File: src/rtl/addsub_pipe.sv
// Pipelined N-bit adder/subtractor with carry/borrow, signed overflow and result flags.
// Optional saturation input `sat` is present only when ADDSUB_SAT_EN is defined.
module addsub_pipe #(
  parameter int unsigned N      = 32,
  parameter int unsigned STAGES = 2
) (
  input  logic         clk,
  input  logic         rst,
  input  logic         in_valid,
  output logic         in_ready,
  input  logic [N-1:0] a,
  input  logic [N-1:0] b,
  input  logic         cin,
  input  logic         op,
  input  logic         sgn,
`ifdef ADDSUB_SAT_EN
  input  logic         sat,
`endif
  output logic         out_valid,
  input  logic         out_ready,
  output logic [N-1:0] s,
  output logic         cout,
  output logic         ovf,
  output logic         zero,
  output logic         neg
);

  localparam int unsigned W = N + 4;

  logic [N:0]   raw;
  logic [N-1:0] res;
  logic         carry;
  logic         sovf;
  logic [W-1:0] bundle;
  logic         accept;

  always_comb begin
    if (op) begin
      raw  = {1'b0, a} - {1'b0, b} - {{N{1'b0}}, cin};
      sovf = sgn & (a[N-1] ^ b[N-1]) & (raw[N-1] ^ a[N-1]);
    end else begin
      raw  = {1'b0, a} + {1'b0, b} + {{N{1'b0}}, cin};
      sovf = sgn & ~(a[N-1] ^ b[N-1]) & (raw[N-1] ^ a[N-1]);
    end
    // Bit N is the carry for add and the borrow for sub.
    carry = raw[N];
    res   = raw[N-1:0];
`ifdef ADDSUB_SAT_EN
    if (sat) begin
      // A overflowing signed result always has the sign opposite to a.
      if (sgn && sovf) begin
        res = a[N-1] ? {1'b1, {(N-1){1'b0}}} : {1'b0, {(N-1){1'b1}}};
      end else if (!sgn && carry) begin
        res = op ? '0 : '1;
      end
    end
`endif
    bundle = {res, carry, sovf, ~|res, sgn & res[N-1]};
  end

  logic [STAGES-1:0] vld_q;
  logic [W-1:0]      dat_q [STAGES];
  logic [STAGES-1:0] ld;
  logic [STAGES-1:0] stg_v;
  logic [W-1:0]      stg_d [STAGES];

  for (genvar i = 0; i < STAGES; i++) begin : g_stage
    // A stage may load whenever some stage at or below it has room, or the sink drains.
    assign ld[i] = out_ready | ~&vld_q[STAGES-1:i];
    if (i == 0) begin : g_head
      assign stg_v[i] = accept;
      assign stg_d[i] = bundle;
    end else begin : g_body
      assign stg_v[i] = vld_q[i-1];
      assign stg_d[i] = dat_q[i-1];
    end
  end

  assign in_ready = ~rst & ld[0];
  assign accept   = in_valid & in_ready;

  always_ff @(posedge clk) begin
    if (rst) begin
      vld_q <= '0;
      for (int i = 0; i < STAGES; i++) dat_q[i] <= '0;
    end else begin
      for (int i = 0; i < STAGES; i++) begin
        if (ld[i]) begin
          vld_q[i] <= stg_v[i];
          if (stg_v[i]) dat_q[i] <= stg_d[i];
        end
      end
    end
  end

  assign out_valid                  = vld_q[STAGES-1];
  assign {s, cout, ovf, zero, neg} = dat_q[STAGES-1];

endmodule

File: config.mk
export PLATFORM = sky130hd
export DESIGN_NAME = addsub_pipe
export DESIGN_NICKNAME = d
export VERILOG_FILES = /design/src/rtl/addsub_pipe.sv
export SDC_FILE = /design/constraint.sdc
export NUM_CORES = 1
export LEC_CHECK = 0
export BUFFER_PORTS_ARGS = -buffer_cell sky130_fd_sc_hd__buf_2
export CORE_ASPECT_RATIO = 1.75
export CORE_UTILIZATION = 36
export CTS_BUF_LIST = sky130_fd_sc_hd__clkbuf_8
export DETAILED_ROUTE_END_ITERATION = 12
export HOLD_SLACK_MARGIN = 0.12
export PLACE_DENSITY = 0.59
export SLEW_MARGIN = 20
export SYNTH_ARGS = -nofsm -noshare
export SYNTH_HDL_FRONTEND = slang
export SYNTH_SLANG_ARGS = --single-unit
File: constraint.sdc
create_clock -name clk -period 3.9 [get_ports clk]
set_input_delay 0.195 -clock clk [delete_from_list [all_inputs] [get_ports clk]]
set_output_delay 0.195 -clock clk [all_outputs]
set_load 0.05 [all_outputs]
; ---- Yosys cells after proc, flatten, opt, wreduce, memory -nomap -nowiden
; Memories as Yosys holds them, arrays and structs flattened.
; Cells that the tools add are included.
[totals]
ram_bits = 72
ff_bits = 2
elab_cells = 42
romBits = 0
input_bits = 71
latchBits = 0
mem_count = 1
[op_classes]
mux = 14
eq_ne = 0
n_bitwise = 16
n_shift = 0
multipliers = 0
n_reduce_logical = 5
add_sub_neg = 4
div_mod_pow = 0
order_cmp = 0
[memory_table]
columns = memory, words, word_bits, read_ports, rd_ports_with_merged_regs, write_ports, line
row1 = dat_q, 2, 36, 2, 0, 2, 62  ; logic [W-1:0] dat_q [STAGES];
[op_table]
columns = operator, count
row1 = 36-bit two-way mux, 2
row2 = 32-bit by 32-bit adder with 33-bit output, 1
row3 = 33-bit by 1-bit adder with 33-bit output, 1
row4 = 33-bit two-way mux, 1
row5 = 32-bit by 32-bit subtractor with 33-bit output, 1
row6 = 33-bit by 1-bit subtractor with 33-bit output, 1
row7 = 32-bit OR reduction, 1
row8 = 1-bit two-way mux, 11
row9 = 1-bit AND, 7
row10 = 1-bit bitwise OR, 4
row11 = 1-bit logical NOT, 3
row12 = 1-bit bitwise XOR, 3
row13 = 1-bit inverter, 2
row14 = 2-bit AND reduction, 1

; ---- Logic depth before layout (Yosys ltp)
; Gate-level depths: netlist of the first run.
[logic_depth]
depth_word = 10
depth_mapped = 17
mapped_depth_nobuf = 15

; ---- Least setup slack after synthesis of the first run
; Ideal clock, no wire load.
[synth_timing]
path_type = input to register
from = input a[15]
to = memory dat_q[0][1] (netlist name), data pin
stages = 17
t_required_ps = 3731
t_arrival_ps = 3151
path_slack_ps = 580
path_cell_list = inv_1 -> ha_1 -> buf_2 -> inv_1 -> ha_1 -> clkbuf_1 -> and4_1 -> and3_1 -> nor4b_1 -> nor3_2 -> o21bai_1 -> xnor2_1 -> mux2i_1 -> and4bb_1 -> and4b_1 -> nand4_1 -> nor4b_2
[synth_rtl]
columns = element, line
row1 = from (decl), 11  ; input logic [N-1:0] a,
row2 = to (decl), 62

==> results of run 1 <==
stage by stage:
step                area [µm²]  hold WS [ns]  setup TNS, ns  worst slack [ns]
floorplan                 7677        0.2674              0            0.5800
global placement          8412        0.4444              0           0.09693
detailed placement        8412        0.4547       -0.03146          -0.03146
CTS                       8616        0.1698              0            0.3258
global route              8616        0.2028              0           0.07709
finish                    8616        0.1868              0            0.3428
final timing paths:
path                                     end  slack, ns  cells past startpoint
worst max-delay path             dat_q[0][1]       0.34                     15
worst min-delay path                vld_q[1]       0.19                      4
worst max register to register   dat_q[0][1]       0.90                     11
worst min register to register  dat_q[0][41]       0.51                      1
routing by layer:
| layer | share of wire, % | up-vias | GRT usage [%] |
|---|---|---|---|
| met2 | 55 | 116 | 32.46 |
| met4 | 2.1 | 0 | 5.481 |
| met5 | 0 | - | 0 |
| met3 | 2.2 | 22 | 1.428 |
| li1 | - | 3287 | - |
| met1 | 41 | 2902 | 18.03 |
what timing repair did:
item                       in CTS  in global routing
setup buffers                   0                  0
hold endpoints to repair        2                  0
hold buffers                    3                  0
setup endpoints to repair       0                  0
layout make-up:
class                           count  share of cell area [%]
Clock buffer                        9                   1.438
Clock inverter                      5                  0.5809
Inverter                          113                   4.923
Multi-Input combinational cell    647                   55.04
Sequential cell                    74                   25.56
Tap cell                          252                   3.660
Timing Repair Buffer              136                   8.800
synthesized netlist by cell type, types with 8 or more instances:
library cell	n	area share, %
nor3_1	19	1.2
mux2i_1	12	1.6
edfxtp_1	72	28
o31ai_1	8	0.78
o21bai_1	10	0.98
ha_1	93	15
inv_1	112	5.5
clkbuf_1	18	0.88
and2_1	49	4.0
a21o_1	13	1.3
nand2b_1	8	0.65
nor2b_1	9	0.73
nor2_1	71	3.5
xnor2_1	41	4.7
xor2_1	9	1.0
nor4_1	12	0.98
nand4_1	10	0.81
a21oi_1	69	4.5
buf_4	32	3.1
o21ai_0	28	1.8
nand3_1	14	0.91
nand2_1	48	2.3
and3_1	8	0.65
sequential cells by signal, summed over array words and instances (netlist names):
name	flops
dat_q	72
vld_q	2
cell families (layout without fill, tap and decap cells):
group           count (synthesis)  count (layout)  share of synthesized area [%]
simple gates                  280             280                          19.38
compound gates                206             206                          18.17
buf+inv                       170             263                          10.01
fa+ha+maj                      97              97                          16.20
flops                          74              74                          28.68
xor+xnor                       50              50                          5.704
mux                            14              14                          1.858
layout by cell type, fill, tap and decap left out, types with 13 or more instances in the layout:
| cell type | instances |
|---|---|
| buf_4 | 25 |
| a21oi_1 | 69 |
| xnor2_1 | 41 |
| nand2_1 | 48 |
| buf_2 | 108 |
| edfxtp_1 | 72 |
| inv_1 | 114 |
| a21o_1 | 13 |
| o21ai_0 | 27 |
| nand3_1 | 14 |
| nor3_1 | 19 |
| and2_1 | 49 |
| nor2_1 | 71 |
| ha_1 | 93 |
worst min-delay path, delay by kind of cell:
family        cells  cell delay [ns]
buf+inv           1             0.07
simple gates      3             0.20
power groups by stage:
stage                     registers (mW)  logic [mW]  clock network [mW]
after global placement              1.00        1.31                   0
after global routing               0.992        1.46               0.580
after CTS                          0.986        1.32               0.549
final                              0.984        1.32               0.528
after floorplan                     1.01       0.994                   0
after detailed placement            1.00        1.32                   0
==> summary by stage, run 1 <==
Status
The run finished with clean final reports.

Yosys
When the netlist entered floorplanning its net count stood at 1059. The share of synthesized area occupied by flip-flops and latches is 28.68%. Each instance of the synthesized netlist takes up on average 8.617 µm².

Synthesis inferred 74 register bits. The synthesized instance count is 891. The fraction of registers with async set/reset is 0%. The number of different library cells in the post-synthesis netlist is 83. During synthesis, Yosys emitted a total of 0 warnings. In the synthesized netlist the dominant register cell turns out to be edfxtp_1. The number of enable-type register cells in the synthesized netlist is 72. The post-synth design cell area is 0.007677 mm².

Clock network
The latest clock arrival within the worst-skew pair is 0.33 ns. For this design, the sink count on the clock tree is 74. After clock tree synthesis, the repair step resized 0 gates. The longest clock path from root to sink contains 2 buffers. The H-tree generated during clock tree synthesis spans 3 levels. Buffers inserted during clock tree synthesis total 9.

The root buffer selected by CTS is clkbuf_8. After clock tree synthesis, the clock-pin slew on the worst setup and hold paths is 0.07 ns. TritonCTS built the clock tree.

Setup path
The signal on the critical path passes through buf_2 -> inv_1 -> fa_1 -> fa_1 -> nor2_1 -> o221ai_1 -> a211o_1 -> a21oi_1 -> o21ai_1 -> a221oi_2 -> a22oi_1 -> or4_1 -> nand2_1 -> nand4_1 -> nor4b_2. The endpoint class of the critical path is a flop. The sum of buffers and inverters on the critical path is 2. The startpoint type of the worst setup path is an input pin.

STA puts the critical path data arrival time at 3.72 ns. The worst setup path startpoint is a[0]. The source of the worst register-to-register timing path is vld_q[1]. STA puts the critical path data required time at 4.06 ns. The critical path in this run is classified as input pin to flop. The cell with the largest stage delay on the worst path is fa_1.

By instance count, the cell type seen most on the critical path is fa_1. The largest fanout of any net on the critical path is 4. The stage delay of the slowest cell on the critical path is 0.46 ns. The kind of cell adding the most delay to the critical path is compound AO/OA/AOI/OAI gates.

Global route
Entering global routing, the biggest net connects 49 pins. The total overflow left after global routing is 0. The first global-routing pass estimated 29450 µm of wire.

Global routing used 16.44% of the available tracks. The number of global-route vias before repair is 6241. The number of antenna violations at the first check in global routing is 0.

Route
Dividing the detail-routed via count by the number of cells gives 5.119. The total detailed-routing wirelength is 17900 µm. The final routed wire length divided by cell count is 14.48 µm.

The first-iteration detailed-routing DRC count is 296. The vias after detailed routing is 6327. The residual antenna-violating net count after detailed routing is 0. In the routed design, unresolved DRC markers number 0. Before antenna repair, the detailed router went through 4 iterations.

STA
The time the final worst path needs with I/O delays and setup is 3.557 ns. The final number of setup-violating endpoints is 0. Setup repair after global routing left no endpoint under its margin. The number of pins with negative max-slew slack in the final report is 0. At the pin with the least slew margin, the transition time is 0.9858 ns. The final hold violation count is 0. Between clock sinks in the finished design, the worst skew comes to 0.006370 ns. Dividing the final minimum period by the clock period gives 91.21%. Measured against its own limit, the worst slew margin works out to 34.11%. Derived from the worst setup path, the maximum achievable clock frequency is 0.2811 GHz.

Cells and area
The number of cells in the finished layout apart from fillers is 1236. The final net count is 1149. The antenna cell count is 0.

Compared with the post-synthesis result, the final layout area differs by 12.22%. The ratio of cells with drive above 1 in the final layout is 17.07%. The layout has 2139 filler cells.

The area of combinational cells with multiple inputs is 0.004742 mm². In the final layout, flip-flops and latches occupy 0.002202 mm². The utilization after layout is 41.16%.

Pwr
Of the total power, registers draw 34.8%. The total power is 2.829 mW. For this design the ratio of total power to cell area is 328.4 mW/mm².

The leakage power is 3.953 nW. The largest vdd supply drop is 0.1518 mV. The net switching power figure is 1.066 mW. In this run, the clock network consumes 18.7% of the power. The switching share of power is 37.68%. In this run, the combinational gates consume 46.6% of the power.

The internal power is 1.763 mW.

Floorplanning
The placeable core region is 0.02093 mm². In this run the horizontal extent of the chip is 112.4 µm. The number of core rows is 70.

The chip height is 195.2 µm. The floorplan die area is 0.02194 mm². The initial cell density of the core is 36.68%. During I/O placement, the number of pins put on the boundary was 109.

Placement
The HPWL after detailed placement is 15130 µm. The number of placed instances, taps included is 1219. The number of buffer cells added on primary ports is 108. The final weighted congestion in routability-driven placement is 0.8911.

Job
The tool flagged a number of max-cap violations equal to 0.

Hold path
The type of the tightest min-delay check is input pin to flop. The hold path startpoint is out_ready.
Power figures use the tool's default switching activity.
==> run 2, diff against run 1 <==
- ABC_CLOCK_PERIOD_IN_PS: default -> 3900
- CELL_PAD_IN_SITES_DETAIL_PLACEMENT: default -> 1
- CELL_PAD_IN_SITES_GLOBAL_PLACEMENT: default -> 1
- PLACE_DENSITY: 0.59 -> 0.73
- SKIP_CTS_REPAIR_TIMING: default -> 1
==> summary by stage, run 2 (synthesis results as in run 1) <==
Clock network
The clock-pin transition on the worst setup and hold timing paths is 0.08 ns (was 0.07 ns). The clock tree from TritonCTS was done (unchanged). The number of buffers on the longest clock path was 2 (unchanged). The number of sinks on the clock net is 74 (unchanged).

The latest clock arrival within the worst-skew pair came to 0.35 ns (was 0.33 ns). The root buffer selected by CTS is clkbuf_8 (unchanged). The number of levels in the clock H-tree is 3 (unchanged). The number of buffers inserted during clock tree synthesis was 9 (unchanged).

Cells and area
The number of flip-flops in the largest register is 72 (unchanged). Registers with the highest flip-flop counts: dat_q (72), vld_q (2) (unchanged). The antenna cell count is 0 (unchanged).

The ratio of cells with drive above 1 in the final layout is 17.65% (was 17.07%). The area added between synthesis and finish is 12.52% (was 12.22%). The number of cells in the finished layout apart from fillers is 1238 (was 1236). The final net count was 1149 (unchanged). The filler cell count in the final layout is 2525 (was 2139). The leading cell type in the layout, fill and taps excluded was inv_1 (unchanged). The largest register by flop count is dat_q (unchanged). Leading cell types in the layout, fill and taps excluded: inv_1, buf_2, ha_1 (unchanged). The utilization after layout came to 41.27% (was 41.16%).

STA
The maximum clock frequency was 0.2794 GHz (was 0.2811 GHz). The number of pins with negative max-slew slack in the final report is 0 (unchanged). The share of the clock period used by the worst path after layout is 91.79% (was 91.21%). Setup repair after global routing missed its margin: no (unchanged). The worst-case headroom to the max-slew limit is 36.91% (was 34.11%). The final hold violation count is 0 (unchanged). The transition time of the tightest slew-check pin was 0.9438 ns (was 0.9858 ns). The time the final worst path needs with I/O delays and setup was 3.580 ns (was 3.557 ns). The final worst clock skew is 0.01056 ns (was 0.006370 ns). The final number of setup-violating endpoints came to 0 (unchanged).

Route
The via density per instance is 5.268 (was 5.119). The total detailed-routing wirelength is 19920 µm (was 17900 µm). The final routed wire length divided by cell count is 16.09 µm (was 14.48 µm). The residual antenna-violating net count after detailed routing was 0 (unchanged). The first-iteration detailed-routing DRC count is 300 (was 296).

The detailed-route DRC error count is 0 (unchanged). The count of TritonRoute iterations in the first routing pass came to 4 (unchanged). The vias after detailed routing was 6522 (was 6327).

Pwr
The internal power is 1.788 mW (was 1.763 mW). The total power is 2.948 mW (was 2.829 mW). The switching share of power is 39.36% (was 37.68%). The clock network fraction of design power is 20.8% (was 18.7%). The cell area power density came to 341.2 mW/mm² (was 328.4 mW/mm²). The leakage power was 3.956 nW (was 3.953 nW).

The largest vdd supply drop was 0.1398 mV (was 0.1518 mV). The power share of the combinational group is 45.8% (was 46.6%). The net switching power figure was 1.160 mW (was 1.066 mW). The sequential power share was 33.4% (was 34.8%).

Hold path
The cell count of the worst hold path is 4 (unchanged). The hold path startpoint was out_ready (unchanged). The worst min-delay path endpoint is vld_q[1] (unchanged). The type of the tightest min-delay check was input pin to flop (unchanged).

Setup path
The start-to-end type of the worst setup path was input pin to flop (unchanged). The endpoint class of the critical path is a flop (unchanged). The source of the worst register-to-register timing path was vld_q[1] (unchanged). The setup slack of the worst register-to-register path is 0.96 ns (was 0.90 ns).

The worst endpoint data arrival time came to 3.76 ns (was 3.72 ns). The startpoint type of the worst setup path is an input pin (unchanged). The data required time at the worst endpoint came to 4.08 ns (was 4.06 ns). The number of cells on the worst reg-to-reg path came to 11 (unchanged). The worst setup path startpoint was a[0] (unchanged). The capture instance of the worst register-to-register path was dat_q[0][1] (unchanged). The largest fanout of any net on the critical path is 4 (unchanged).

Global route
The global-route wire length before repair was 33400 µm (was 29450 µm). The maximum number of pins on one net before global-route repair is 49 (unchanged). The global routing met3 resource utilization is 1.335% (was 1.428%). The number of global-route vias before repair was 6933 (was 6241).

The met1 capacity usage during global routing is 20.82% (was 18.03%). The met2 usage came to 36.62% (was 32.46%). The total congestion overflow is 0 (unchanged). The number of antenna violations at the first check in global routing came to 0 (unchanged).

The aggregate global-route resource usage is 18.71% (was 16.44%). The layer with the highest usage after global routing is met2 (unchanged).

Placement
The number of placed instances, taps included was 1220 (was 1219). The number of buffer cells added on primary ports is 108 (unchanged). The final weighted congestion in routability-driven placement was 0.8920 (was 0.8911).

The HPWL after detailed placement is 16760 µm (was 15130 µm).

Floorplanning
The placeable core region is 0.02093 mm² (unchanged). The chip height is 195.2 µm (unchanged). The floorplan die width was 112.4 µm (unchanged). The top-level port count came to 109 (unchanged). The number of core rows was 70 (unchanged). The initial cell density of the core came to 36.68% (unchanged). The floorplan die area is 0.02194 mm² (unchanged).

Job
The reported max-cap violation count came to 0 (unchanged).

Status
Run status: finished, final reports clean (unchanged).
[run 2: power groups by stage]
stage	combinational, mW	sequential [mW]	clock (mW)
4_1_cts	1.35	0.986	0.625
3_5_place_dp	1.35	1.00	0
6_report	1.35	0.984	0.614
5_1_grt	1.49	0.992	0.661
2_1_floorplan	0.994	1.01	0
3_3_place_gp	1.32	1.00	0
[run 2: per-layer routing]
layer	wire [µm]	part of all wire, %
met5	0	0
met4	448	2.2
met3	399	2.0
met2	10880	55
met1	8191	41
[run 2: worst max-delay path by stage]
stage,endpoint,slack [ns]
CTS,dat_q[0][1],0.36
floorplan,dat_q[0][1],0.58
global placement,dat_q[0][1],0.1
finish,dat_q[0][1],0.32
global route,dat_q[0][1],0.1
detailed placement,dat_q[0][1],-0.007
[run 2: final cells by class]
class	instances	area (µm²)	share of cell area [%]
clock buffers	9	123.9	1.434
clock inverters	7	82.58	0.9560
inverters	113	424.2	4.910
multi-input cells	647	4735	54.81
flip-flops and latches	74	2202	25.49
well taps	252	315.3	3.650
repair buffers	136	755.7	8.749
[run 2: worst max-delay path: stages]
cell and delay [ns]:
buf_2 0.08, inv_1 0.07, fa_1 0.46, fa_1 0.44, nor2_1 0.12, o221ai_1 0.20
a211o_1 0.39, a21oi_1 0.35, o21ai_1 0.13, a221oi_2 0.28, a22oi_1 0.15, or4_1 0.42
nand2_1 0.11, nand4_1 0.10, nor4b_2 0.25
[run 2: metrics by stage]
stage               hold slack [ns]  setup slack [ns]  area [µm²]   TNS (ns)
floorplan                    0.2674            0.5800        7677          0
CTS                          0.1012            0.3567        8618          0
detailed placement           0.4601         -0.006549        8412  -0.006549
finish                       0.1899            0.3203        8638          0
global placement             0.4514           0.09504        8412          0
global route                 0.2062           0.09782        8638          0
